File: src/rtl/mmcm_phase_ctrl.sv
// mmcm_phase_ctrl: MMCM reset/lock sequencer and fine-phase-shift stepper.
// Runs the MMCM reset sequence, waits for lock, then walks the applied phase
// one PSEN step at a time toward a host-written signed target.
// Optional psdone watchdog: define MMCM_PS_TIMEOUT_EN.
module mmcm_phase_ctrl #(
    parameter int PHASE_WIDTH    = 8,
    parameter int RST_CYCLES     = 16,
    parameter int PSDONE_TIMEOUT = 63
) (
    input  logic                   clk,
    input  logic                   rst,
    input  logic                   mmcm_rst_req,
    input  logic                   ps_we,
    input  logic [PHASE_WIDTH-1:0] ps_target,
    output logic [PHASE_WIDTH-1:0] ps_cur,
    output logic                   ps_rdy,
    output logic                   ps_err,
    output logic                   mmcm_rst,
    input  logic                   mmcm_locked,
    output logic                   psen,
    output logic                   psincdec,
    input  logic                   psdone
);

    localparam int CNT_W = (RST_CYCLES > 1) ? $clog2(RST_CYCLES) : 1;
    localparam logic [CNT_W-1:0] CNT_INIT = CNT_W'(RST_CYCLES - 1);
    localparam logic signed [PHASE_WIDTH-1:0] ONE = 1;

    typedef enum logic [2:0] {
        S_RST_MMCM,
        S_WAIT_LOCK,
        S_IDLE,
        S_STEP,
        S_WAIT_DONE
    } state_t;

    state_t                        state_q;
    logic [CNT_W-1:0]              cnt_q;
    logic signed [PHASE_WIDTH-1:0] ps_cur_q;
    logic signed [PHASE_WIDTH-1:0] target_q;
    logic signed [PHASE_WIDTH-1:0] ps_cur_d;
    logic                          mmcm_rst_q;
    logic                          psen_q;
    logic                          psincdec_q;

`ifdef MMCM_PS_TIMEOUT_EN
    localparam int WD_W = $clog2(PSDONE_TIMEOUT + 1);
    localparam logic [WD_W-1:0] WD_LAST = WD_W'(PSDONE_TIMEOUT - 1);
    logic [WD_W-1:0] wd_q;
    logic            ps_err_q;
`endif

    // Target register: written in any state, survives MMCM reset sequences.
    always_ff @(posedge clk) begin
        if (rst) begin
            target_q <= '0;
        end else if (ps_we) begin
            target_q <= ps_target;
        end
    end

    // Phase after the in-flight step completes, in the held direction.
    always_comb begin
        ps_cur_d = psincdec_q ? (ps_cur_q + ONE) : (ps_cur_q - ONE);
    end

    // Sequencer: reset/lock, step issue, psdone wait, lock-loss recovery.
    always_ff @(posedge clk) begin
        if (rst) begin
            state_q    <= S_RST_MMCM;
            cnt_q      <= CNT_INIT;
            mmcm_rst_q <= 1'b1;
            ps_cur_q   <= '0;
            psen_q     <= 1'b0;
            psincdec_q <= 1'b0;
`ifdef MMCM_PS_TIMEOUT_EN
            wd_q       <= '0;
            ps_err_q   <= 1'b0;
`endif
        end else begin
            psen_q <= 1'b0;
`ifdef MMCM_PS_TIMEOUT_EN
            if (mmcm_rst_req) begin
                ps_err_q <= 1'b0;
            end
`endif
            case (state_q)
                S_RST_MMCM: begin
                    mmcm_rst_q <= 1'b1;
                    ps_cur_q   <= '0;
                    if (cnt_q == '0) begin
                        state_q    <= S_WAIT_LOCK;
                        mmcm_rst_q <= 1'b0;
                    end else begin
                        cnt_q <= cnt_q - 1'b1;
                    end
                end
                S_WAIT_LOCK: begin
                    if (mmcm_locked) begin
                        state_q <= S_IDLE;
                    end
                end
                S_IDLE: begin
                    if (mmcm_rst_req || !mmcm_locked) begin
                        state_q    <= S_RST_MMCM;
                        cnt_q      <= CNT_INIT;
                        mmcm_rst_q <= 1'b1;
                        ps_cur_q   <= '0;
                    end else if (target_q != ps_cur_q) begin
                        state_q    <= S_STEP;
                        psen_q     <= 1'b1;
                        psincdec_q <= (target_q > ps_cur_q);
                    end
                end
                S_STEP: begin
                    state_q <= S_WAIT_DONE;
`ifdef MMCM_PS_TIMEOUT_EN
                    wd_q    <= '0;
`endif
                end
                S_WAIT_DONE: begin
                    if (psdone) begin
                        ps_cur_q <= ps_cur_d;
                        state_q  <= S_IDLE;
                    end else if (mmcm_rst_req || !mmcm_locked) begin
                        // The MMCM is being reset, so the pending step is lost.
                        state_q    <= S_RST_MMCM;
                        cnt_q      <= CNT_INIT;
                        mmcm_rst_q <= 1'b1;
                        ps_cur_q   <= '0;
                    end
`ifdef MMCM_PS_TIMEOUT_EN
                    else if (wd_q == WD_LAST) begin
                        ps_err_q   <= 1'b1;
                        state_q    <= S_RST_MMCM;
                        cnt_q      <= CNT_INIT;
                        mmcm_rst_q <= 1'b1;
                        ps_cur_q   <= '0;
                    end else begin
                        wd_q <= wd_q + 1'b1;
                    end
`endif
                end
                default: begin
                    state_q    <= S_RST_MMCM;
                    cnt_q      <= CNT_INIT;
                    mmcm_rst_q <= 1'b1;
                    ps_cur_q   <= '0;
                end
            endcase
        end
    end

    assign ps_cur   = ps_cur_q;
    assign mmcm_rst = mmcm_rst_q;
    assign psen     = psen_q;
    assign psincdec = psincdec_q;
    assign ps_rdy   = (state_q == S_IDLE) & mmcm_locked & (target_q == ps_cur_q) & ~ps_we;

`ifdef MMCM_PS_TIMEOUT_EN
    assign ps_err = ps_err_q;
`else
    // No watchdog in this build; the expression is constant 0.
    assign ps_err = (PSDONE_TIMEOUT < 0);
`endif

endmodule
File: config.mk
export PLATFORM = sky130hd
export DESIGN_NAME = mmcm_phase_ctrl
export DESIGN_NICKNAME = d
export VERILOG_FILES = /design/src/rtl/mmcm_phase_ctrl.sv
export SDC_FILE = /design/constraint.sdc
export NUM_CORES = 1
export LEC_CHECK = 0
export CAP_MARGIN = 20
export CORE_MARGIN = 3
export CORE_UTILIZATION = 30
export CTS_CLUSTER_DIAMETER = 150
export DETAILED_ROUTE_END_ITERATION = 10
export GPL_ROUTABILITY_DRIVEN = 0
export GPL_TIMING_DRIVEN = 0
export PLACE_DENSITY_LB_ADDON = 0.3
export SKIP_LAST_GASP = 1
export SYNTH_ARGS = -nofsm -noshare
export SYNTH_HDL_FRONTEND = slang
export SYNTH_SLANG_ARGS = --single-unit
export TNS_END_PERCENT = 10
File: constraint.sdc
create_clock -name clk -period 4.2 [get_ports clk]
set_input_delay 0.42 -clock clk [delete_from_list [all_inputs] [get_ports clk]]
set_output_delay 0.42 -clock clk [all_outputs]
set_load 0.02 [all_outputs]
==> out/metrics.cfg <==
[sta]
finalSetupTns_ps=0
final_max_slew_viol_count=0
setup_violations=0
max_freq_mhz=359
post-route-min-period_ps=2790
rsz0062_at_grt=false
slew_headroom=0.416
hold_violations=0
fin_worst_skew_ps=11.9
finalCritPeriodShare=0.664
tightest_slew_ps=876

[placement]
dp_hpwl_um=2890
place.port_buffers=23

[finish]
areaGrowthSynthToFinish_pct=22.4
final_util=0.389
drive_gt1_frac=0.0431
diodes=0
nets=263

[detailed_routing]
drt_iter0_drc=79
vias=1526
drt_wl_total_um=3830
routedWlPerCell_um=12.7
drc=0
dr.pass1.iters=4
ant_nets=0
via_per_inst=5.05

[synthesis]
ys_top_cells_by_count=dfxtp_1 (26), nor2_1 (26), ha_1 (15), inv_1 (15), a21oi_1 (13)
yosys.area.top_type=dfxtp_1
synth_top_area_share=0.313
synth-seq-cells=26
syn-num-nets=235
yosysSeqAreaShare=0.313
yosys_warnings=0
synth_cell_types=44
async_reset_ff_frac=0
ys_dominant_reg_cell=dfxtp_1
syn_avg_cell_area_um2=8.12
synth.area.top_cells=dfxtp_1 (31%), ha_1 (11%), nor2_1 (5.9%), mux2i_1 (4.8%), a21oi_1 (3.9%)
synth_edf_count=0
synth_cells=205
syn_area_um2=1660

[floorplan]
ioPinCount=27
row_count=26
fp.dieW_um=80.5
die_y_um=80.5
initial_utilization=0.318
core_area_um2=5240
dieArea_um2=6480

[cts]
cts_setup_buffers=0
clkTransAtPathRegs_ps=100
cts_buffers=3
postCtsResizedCells=0
hold_buffers=0
clk_latency_ps=280
ctsHtreeMaxLevel=1
cts.sinks=26
cts_root_buf=clkbuf_8
cts_tree=done
clockBufferDepth=2

[hold_path]
hold_start=target_q[0]$_SDFFE_PP0P_
hp-class=reg2reg

[pwr]
p_leak_nw=0.810
power_density_nw_per_um2=237
vdd_drop_max_mv=0.211

[setup_path]
worstPathArrival_ps=2370
critPathLaunchType=register
worstReg2RegStart=cnt_q[0]$_SDFFE_PP1P_
setup.worst_path.end_class=primary output
path_max_fanout=4
path_class=reg2out
worstPathRequired_ps=3780
startpoint=ps_cur[5]$_SDFFE_PP0N_

[outcome]
status=completed

[flow_run]
maxCapViolations=0

[global_routing]
grt-ovfl-total=0
grt_pass1_vias=1478
antenna_found_initial=0
grt_max_degree=15
track_usage=0.133
grt_pass1_wl_um=6880

## worst max-delay path, stage by stage (launching register included)
cell	delay, ps
dfxtp_1	400
inv_1	100
ha_1	300
and3_1	170
nand4_1	170
nor4_1	290
clkdlybuf4s50_1	660
## logic make-up after synthesis
logic type               share of synthesized area
AND/OR/NAND/NOR                              0.228
AO/OA/AOI/OAI                                0.182
flip-flops                                   0.313
buffers and inverters                       0.0616
adder cells (fa/ha/maj)                      0.125
multiplexers                                0.0571
XOR/XNOR                                    0.0316
other                                      0.00225
## worst paths after layout
path / depth (start not counted) / end / slack [ps]
hold reg to reg: 2 / target_q[0]$_SDFFE_PP0P_ / 500
setup reg to reg: 6 / cnt_q[1]$_SDFFE_PP1P_ / 2020
hold / removal: 2 / target_q[0]$_SDFFE_PP0P_ / 500
setup / recovery: 6 / ps_rdy / 1410
## cell type report
type / instances / area [µm²]
clock buffer: 4 / 55.1
multi-input combinational: 153 / 1040
inverter: 15 / 56.3
fill: 562 / 3200
timing repair buffer: 23 / 230
buffer: 11 / 46.3
tap: 70 / 87.6
sequential: 26 / 520
## placed cells by master, fill, tap and decap left out, types with 4 or more instances in the layout
cell type,Yosys,layout
a22oi_1,4,4
nor2_1,26,26
o21ai_0,8,8
clkbuf_1,9,9
nand2_1,11,11
xnor2_1,5,5
a21oi_1,13,13
nor3_1,8,8
mux2i_1,8,8
nor2b_1,4,4
ha_1,15,15
inv_1,15,15
clkdlybuf4s50_1,0,23
dfxtp_1,26,26
nand3b_1,6,6
clkbuf_8,0,4
## registers in the layout (all words and copies together) (netlist names)
name and cells:
cnt_q 4, mmcm_rst 1, ps_cur 8, psen 1, psincdec 1, state_q 3
target_q 8
## routing by layer
metal	vias up	track usage	routed length, µm
met5	-	0	0
met4	0	0.0203	22
met2	26	0.218	1760
met1	715	0.183	1900
li1	781	-	-
met3	4	0.0280	145
## power breakdown
part / internal, mW / switching, mW / total, mW
registers: 0.253 / 0.00381 / 0.257
logic: 0.0299 / 0.0275 / 0.0574
clock network: 0.0840 / 0.0845 / 0.169
## metrics by stage
| stage | instances | hold slack, ps | total power, mW | area, µm² | worst slack (ps) |
|---|---|---|---|---|---|
| 2_1_floorplan | 205 | 460 | 0.299 | 1660 | 1940 |
| 3_3_place_gp | 298 | 478 | 0.319 | 1980 | 1640 |
| 3_5_place_dp | 298 | 489 | 0.321 | 1980 | 1630 |
| 4_1_cts | 302 | 511 | 0.491 | 2040 | 1380 |
| 5_1_grt | 302 | 549 | 0.508 | 2040 | 1230 |
| 6_report | 302 | 501 | 0.483 | 2040 | 1410 |
(Power assumes the default switching activity.)
